[src/rtl/watch_pkg.sv]
// Shared state and field encodings for the watch setting control unit, the
// time datapath and the display mux. State codes double as o_sel field codes.
package watch_pkg;

    localparam logic [1:0] ST_IDLE     = 2'b00;
    localparam logic [1:0] ST_SET_HOUR = 2'b01;
    localparam logic [1:0] ST_SET_MIN  = 2'b10;
    localparam logic [1:0] ST_SET_SEC  = 2'b11;

    localparam logic [1:0] SEL_NONE = 2'b00;
    localparam logic [1:0] SEL_HOUR = 2'b01;
    localparam logic [1:0] SEL_MIN  = 2'b10;
    localparam logic [1:0] SEL_SEC  = 2'b11;

    // Field order walked by the set button: hour -> min -> sec -> done.
    function automatic logic [1:0] next_field(input logic [1:0] st);
        logic [1:0] nxt;
        nxt = ST_IDLE;
        case (st)
            ST_IDLE:     nxt = ST_SET_HOUR;
            ST_SET_HOUR: nxt = ST_SET_MIN;
            ST_SET_MIN:  nxt = ST_SET_SEC;
            default:     nxt = ST_IDLE;
        endcase
        return nxt;
    endfunction

endpackage

[src/rtl/watch_set_timer.sv]
// Inactivity timeout and blink generator for setting mode, both paced by the
// 1 kHz tick. Blink output is registered; timeout is a same-cycle flag.
module watch_set_timer #(
    parameter int TIMEOUT_TICKS = 5000,
    parameter int BLINK_HALF    = 500
) (
    input  logic clk_i,
    input  logic rst_ni,
    input  logic tick_i,
    input  logic clear_i,
    input  logic blink_restart_i,
    output logic timeout_o,
    output logic blink_o
);

    localparam int TW = (TIMEOUT_TICKS > 1) ? $clog2(TIMEOUT_TICKS) : 1;
    localparam int BW = (BLINK_HALF > 1) ? $clog2(BLINK_HALF) : 1;
    localparam logic [TW-1:0] TO_LAST = TW'(TIMEOUT_TICKS - 1);
    localparam logic [BW-1:0] BL_LAST = BW'(BLINK_HALF - 1);

    logic [TW-1:0] to_cnt_q, to_cnt_d;
    logic [BW-1:0] bl_cnt_q, bl_cnt_d;
    logic          blink_q, blink_d;
    logic          timeout;

    // Activity in the expiring cycle suppresses the timeout.
    assign timeout = tick_i && !clear_i && (to_cnt_q == TO_LAST);

    always_comb begin
        to_cnt_d = to_cnt_q;
        if (clear_i || timeout) begin
            to_cnt_d = '0;
        end else if (tick_i) begin
            to_cnt_d = to_cnt_q + 1'b1;
        end
    end

    // Restart (and the drop back to idle on timeout) shows the digits steadily.
    always_comb begin
        bl_cnt_d = bl_cnt_q;
        blink_d  = blink_q;
        if (blink_restart_i || timeout) begin
            bl_cnt_d = '0;
            blink_d  = 1'b1;
        end else if (tick_i) begin
            if (bl_cnt_q == BL_LAST) begin
                bl_cnt_d = '0;
                blink_d  = !blink_q;
            end else begin
                bl_cnt_d = bl_cnt_q + 1'b1;
            end
        end
    end

    always_ff @(posedge clk_i) begin
        if (!rst_ni) begin
            to_cnt_q <= '0;
            bl_cnt_q <= '0;
            blink_q  <= 1'b1;
        end else begin
            to_cnt_q <= to_cnt_d;
            bl_cnt_q <= bl_cnt_d;
            blink_q  <= blink_d;
        end
    end

    assign timeout_o = timeout;
    assign blink_o   = blink_q;

endmodule

[src/rtl/watch_set_cu.sv]
// Watch time-setting control unit: walks hour/min/sec fields on the set button
// and turns up/down presses into one-cycle strobes for the selected field.
module watch_set_cu
    import watch_pkg::*;
#(
    parameter int TIMEOUT_TICKS = 5000,
    parameter int BLINK_HALF    = 500
) (
    input  logic       clk,
    input  logic       reset,
    input  logic       mode,
    input  logic       i_tick,
    input  logic       i_btn_set,
    input  logic       i_btn_up,
    input  logic       i_btn_down,
    output logic       o_hold,
    output logic [1:0] o_sel,
    output logic       o_inc,
    output logic       o_dec,
    output logic       o_blink
);

    logic [1:0] state_q, state_d;
    logic       hold_q, hold_d;
    logic       inc_q, inc_d;
    logic       dec_q, dec_d;
    logic       active;
    logic       activity;
    logic       timeout;
    logic       adjust_ok;

    assign active    = (state_q != ST_IDLE);
    // Anything that restarts the timers: idle, abort, or any button press.
    assign activity  = !active || !mode || i_btn_set || i_btn_up || i_btn_down;
    assign adjust_ok = active && mode && !i_btn_set;

    watch_set_timer #(
        .TIMEOUT_TICKS (TIMEOUT_TICKS),
        .BLINK_HALF    (BLINK_HALF)
    ) u_timer (
        .clk_i           (clk),
        .rst_ni          (reset),
        .tick_i          (i_tick),
        .clear_i         (activity),
        .blink_restart_i (activity),
        .timeout_o       (timeout),
        .blink_o         (o_blink)
    );

    always_comb begin
        state_d = state_q;
        if (!mode) begin
            state_d = ST_IDLE;
        end else if (i_btn_set) begin
            state_d = next_field(state_q);
        end else if (timeout) begin
            state_d = ST_IDLE;
        end
    end

    always_comb begin
        hold_d = (state_d != ST_IDLE);
        inc_d  = adjust_ok && i_btn_up && !i_btn_down;
        dec_d  = adjust_ok && i_btn_down && !i_btn_up;
    end

    always_ff @(posedge clk) begin
        if (!reset) begin
            state_q <= ST_IDLE;
            hold_q  <= 1'b0;
            inc_q   <= 1'b0;
            dec_q   <= 1'b0;
        end else begin
            state_q <= state_d;
            hold_q  <= hold_d;
            inc_q   <= inc_d;
            dec_q   <= dec_d;
        end
    end

    assign o_sel  = state_q;
    assign o_hold = hold_q;
    assign o_inc  = inc_q;
    assign o_dec  = dec_q;

endmodule

[config.mk]
export PLATFORM = sky130hd
export DESIGN_NAME = watch_set_cu
export DESIGN_NICKNAME = d
export VERILOG_FILES = /design/src/rtl/watch_pkg.sv /design/src/rtl/watch_set_timer.sv /design/src/rtl/watch_set_cu.sv
export SDC_FILE = /design/constraint.sdc
export NUM_CORES = 1
export LEC_CHECK = 0
export CAP_MARGIN = 20
export CORE_MARGIN = 4
export CORE_UTILIZATION = 65
export DETAILED_ROUTE_END_ITERATION = 10
export DONT_BUFFER_PORTS = 1
export GPL_TIMING_DRIVEN = 0
export PLACE_DENSITY = 0.86
export SYNTH_ARGS = -nofsm -noshare
export SYNTH_HDL_FRONTEND = slang
export SYNTH_HIERARCHICAL = 1
export SYNTH_SLANG_ARGS = --single-unit
[constraint.sdc]
create_clock -name clk -period 3.2 [get_ports clk]
set_input_delay 0.64 -clock clk [delete_from_list [all_inputs] [get_ports clk]]
set_output_delay 0.64 -clock clk [all_outputs]
set_load 0.005 [all_outputs]
### After elaboration in Yosys (flattened, before gate mapping)

Index checks and enable logic that the tools add are counted.

| storage, ports and cells | value |
|---|---|
| logic and storage cells | 44 |
| output and inout port bits | 6 |
| ROM bits | 0 |
| bits in registers | 28 |
| bits in writable memories | 0 |
| memories | 0 |
| input bits | 7 |
| latch bits | 0 |

| cells by class | value |
|---|---|
| $mul | 0 |
| order comparisons | 0 |
| div/mod/pow operators | 0 |
| shift operators | 0 |
| reductions and logical operators | 25 |
| bitwise operators | 1 |
| muxes and demuxes | 5 |
| equality and inequality tests | 4 |
| $add $sub $neg | 2 |

Operators with widths:

| operator | count |
|---|---|
| adder 13 x 1 -> 13 bit (second input constant) | 1 |
| == test 13 bit (second input constant) | 1 |
| adder 9 x 1 -> 9 bit (second input constant) | 1 |
| == test 9 bit (second input constant) | 1 |
| two-way mux 9 bit | 1 |
| logical AND 1 bit | 8 |
| logical NOT 1 bit | 7 |
| two-way mux 2 bit | 3 |
| case mux 2 bit (3 select lines) | 1 |
| logical OR 1 bit | 5 |
| nonzero test 2 bit | 2 |
| == test 2 x 1 -> 1 bit (second input constant) | 1 |
| == test 2 bit (second input constant) | 1 |
| logical NOT 2 bit | 1 |
| AND reduction 2 bit | 1 |
| OR reduction 2 bit | 1 |
| NOT 1 bit | 1 |

### Longest topological paths before layout

| logic depth | value |
|---|---|
| depth in word-level cells | 13 |
| gate-level depth with buffers | 9 |
| depth with buffers taken out | 9 |

### Cells and area by module

Netlist, hierarchy kept.

Modules (own cells, without submodules):

| module | cells each | instances | area each (sq um) | sequential area each (sq um) |
|---|---|---|---|---|
| watch_set_timer | 113 | 1 | 1043.5 | 460.4 |
| watch_set_cu | 25 | 1 | 234.0 | 100.1 |

### Worst setup path before layout

Ideal clock, no wire load.

| path | value |
|---|---|
| kind | reg-to-reg |
| from | register state_q[0] (netlist: o_sel[0]) |
| to | register u_timer.to_cnt_q[0] |
| buffers on the path | 1 |
| data required time | 3.083 ns |
| clock period less this slack | 1.895 ns |
| setup time | 0.117 ns |
| stages on the path, launching flop included | 10 |
| arrival time | 1.778 ns |
| slack | 1.305 ns |
| cells stage by stage | dfxtp_1 inv_1 ha_1 nor3_1 nand3b_1 nor4_1 nand4_1 nand3b_1 buf_2 nor2_1 |

| between the ends | value |
|---|---|
| word-level cells in the longest chain between the ends | 11 |

RTL lines:

| item | RTL line | text |
|---|---|---|
| start: declaration | watch_set_cu.sv:23 | `logic [1:0] state_q, state_d;` |
| start signal: assignment | watch_set_cu.sv:74 | `state_q <= state_d;` |
| nonzero test 2 bit * | watch_set_cu.sv:32 | `assign active = (state_q != ST_IDLE);` |
| logical NOT 1 bit * | watch_set_cu.sv:34 | `assign activity = !active \|\| !mode \|\| i_btn_set \|\| i_btn_up \|\| i_btn_down;` |
| logical OR 1 bit * (4 in series) | watch_set_cu.sv:34 |  |
| net activity | watch_set_cu.sv:28 | `logic activity;` |
| logical NOT 1 bit | watch_set_timer.sv:27 | `assign timeout = tick_i && !clear_i && (to_cnt_q == TO_LAST);` |
| logical AND 1 bit (2 in series) | watch_set_timer.sv:27 |  |
| logical OR 1 bit * | watch_set_timer.sv:31 | `if (clear_i \|\| timeout) begin` |
| OR reduction 2 bit (no line) * | - |  |
| end signal: assignment | watch_set_timer.sv:61 | `to_cnt_q <= to_cnt_d;` |
| end: declaration | watch_set_timer.sv:21 | `logic [TW-1:0] to_cnt_q, to_cnt_d;` |

Mark *: on every way through the listed nets, which the timed path passes. The rest lies on a longest branch.
A chain may end at the register's enable or synchronous reset.

### Worst setup path in the final report

| path | value |
|---|---|
| from | register state_q[0] (netlist: o_sel[0]) |
| to | register u_timer.to_cnt_q[9] |

The elaborated chain is that of the path after synthesis.

==> impl_results.md <==
* Slew Limit Fails at 0
* Nets@finish at between 150 and 200
* Final Setup Violations at 0
* Layout overhead on the synthesized area at 5.29%
* Worst setup EP type: flop
* Hold/Removal Path Class: in2reg
* Synth Area in Simple Gates at about a third
* Status: completed
* Cells after DPL at 163
* Die Wd at between 50 and 60 um
* Syn_nets at between 100 and 150
* Final core occ at between 70% and 80%
* Bufs on Longest Clock Path at 2
* Main combinational cell family by area after synthesis: simple AND/OR/NAND/NOR gates
* Routed wire length per instance at approximately 13 um
* Hold_ws at around 0.37 ns
* H-Tree Depth at 1
* Core area at between 1500 and 2000 sq um
* Clock transition at path regs at between 0.1 and 0.15 ns
* Sw Share at between 10% and 20%
* Final period util at between 70 and 80%
* First-pass GRT wire length at 3.57 mm
* Post-route insts no fill at about 170
* Commonest non-fill, non-tap cells in the layout: 28 x dfxtp_1, 24 x nor2_1, 12 x xnor2_1
* P_int at 0.426 mW
* Adder-Cell Fraction of Synth Area at 3.92%
* Setup CP Type: reg2reg
* Area taken by multi-input logic gates at between 600 and 700 sq um
* Syn Inst Count at roughly 140
* RSZ-0062 raised after global routing: no
* CTS tree: done
* Flops & latches, synth at 28
* Synth Area in XOR/XNOR at 14.4%
* Fillers at 138
* Inserted Diodes at 0
* CTS buffer count at 3
* Yosys cell types at 30
* Initial DRC count at 13
* Yosys warnings at 6
* VDD IR max at ~0.28 mV
* CTS root buffer: clkbuf_4
* Worst Clk Skew at between 0.001 and 0.0015 ns
* Full die area at 2740 sq um
* Sink Count at 28
* IO Pins at 13
* Critical Path Start Type: flop
* Place WS at 0.952 ns
* Post-synth top area share at a little over two fifths
* Initial DRT Pass Iterations at 4
* Initial Util at 70.9%
* Layout cell share with drive strength beyond 1 at 8.45%
* Vias per cell at 5.59
* Setup_tns at 0 ns
* Commonest non-fill, non-tap cell in the layout: dfxtp_1
* Fin. Hold Viols at 0
* Grt ovf at 0
* Via count at 934
* Fraction of registers with async set/reset at 0%
* Initial antenna violation count at 0
* Ys flop type: dfxtp_1
* Final instance area at 1350 sq um
* Hold Buf Count CTS at 0
* Slew headroom at between 70 and 80%
* Pleak at about 0.45 nW
* Sequential Power Share at 66.2%
* Worst Path Max Fanout at 10
* Setup WS post-layout at about 0.94 ns
* Final wirelength at ~2.1 mm
* Post-synth EDFFs at 0
* Cell taking the most area after synthesis: dfxtp_1
* Dpl hpwl at between 1.5 and 2 mm
* Synth area leaders: dfxtp_1 44%, xnor2_1 8.2%, nor2_1 7.1%, xor2_1 6.2%, ha_1 3.9%
* Final GP Congestion at 0.871
* Slew @ Worst Pin at approximately 0.37 ns
* Port Buffer Count at 0
* Clock power frac at between 30 and 40%
* Post-synthesis average cell area at 9.26 sq um
* Post-layout min period at 2.26 ns
* Pwr Total at 0.531 mW
* Switching power at ~0.11 mW
* Total setup buffers inserted after CTS at 0
* Total track usage at between 10% and 20%
* Power per Cell Area at between 300 and 400 nW/um^2
* CP required at between 3 and 4 ns
* Fmax at between 400 and 500 MHz
* Die H at between 50 and 60 um
* Antenna-violating nets left at 0
* Mapped Area at 1280 sq um
* Combinational share of power at between 2 and 3%
* Num rows at 15
* Storage cell area at about 560 sq um
* Compound-Gate Fraction of Synth Area at 2.35%
* Vias in the first global route at slightly below 900
* Seq/Total Area, Yosys at between 40 and 50%
* Largest net degree at the start of global routing at 16
* Max Cap Viol at 0
* DP Area at approximately 1300 sq um
* DR DRC count at 0
* Clk_lat worst skew at roughly 0.31 ns
* Post-cts repair resize count at 0
* CP arrival at about 2.5 ns
* Post-synthesis mux area share at roughly 1.6%
routing by layer:
layer / vias to the layer above / track usage (%) / wire length [um]
li1: 485 / - / -
met2: 16 / 28.3 / 981
met4: 0 / 7.66 / 17
met5: - / 0 / 0
met1: 431 / 21.4 / 989
met3: 2 / 4.27 / 137
cell type report:
class                           instances  share of cell area [%]
Multi-Input combinational cell        103                    51.0
Sequential cell                        28                    41.7
Clock buffer                            4                    2.70
Tap cell                               25                    2.33
Inverter                                5                    1.40
Buffer                                  2                   0.930
cells by family after synthesis:
kind of cell / count (synthesis)
AO/OA/AOI/OAI: 5
AND/OR/NAND/NOR: 71
buffers and inverters: 7
adder cells (fa/ha/maj): 4
flip-flops: 28
multiplexers: 2
XOR/XNOR: 21
critical path, cell delays in order (launching register included):
cell and delay, ns:
dfxtp_1 0.41, inv_1 0.08, ha_1 0.24, nor3_1 0.28, nand3b_1 0.19, nor4_1 0.20
nand4_1 0.22, nand3b_1 0.22, buf_2 0.25, nor2_1 0.07
registers in the layout (all words and copies together), names as in the netlist:
signal and count:
u_timer/blink_o 1, u_timer/bl_cnt_q 9, o_hold 1, o_dec 1
u_timer/to_cnt_q 13, o_inc 1, o_sel 2
power groups by stage:
stage	Sequential (mW)	Clock (mW)	Combinational, mW
2_1_floorplan	0.359	0	0.0114
3_3_place_gp	0.359	0	0.0125
3_5_place_dp	0.359	0	0.0134
4_1_cts	0.352	0.170	0.0135
5_1_grt	0.352	0.184	0.0153
6_report	0.352	0.166	0.0134
path summary, 6_finish.rpt:
check / start / endpoint / slack, ns / depth (start not counted)
hold / removal: i_btn_set / o_dec / 0.37 / 1
hold reg to reg: u_timer/bl_cnt_q[1] / u_timer/bl_cnt_q[1] / 0.54 / 2
setup reg to reg: o_sel[0] / u_timer/to_cnt_q[9] / 0.94 / 9
setup / recovery: o_sel[0] / u_timer/to_cnt_q[9] / 0.94 / 9
cell usage after synthesis, types with 2 or more instances:
master and count:
and4_1 2, a21oi_1 2, nand2b_1 2, nand4_1 4, nand4_2 2, or3b_1 3
nand3b_1 2, nand3_1 5, xor2_1 9, inv_1 5, xnor2_1 12, nor3_1 4
nor2_1 24, nand2_1 10, dfxtp_1 28, mux2i_1 2, ha_1 4, nor4_1 6
Power figures use the tool's default switching activity.
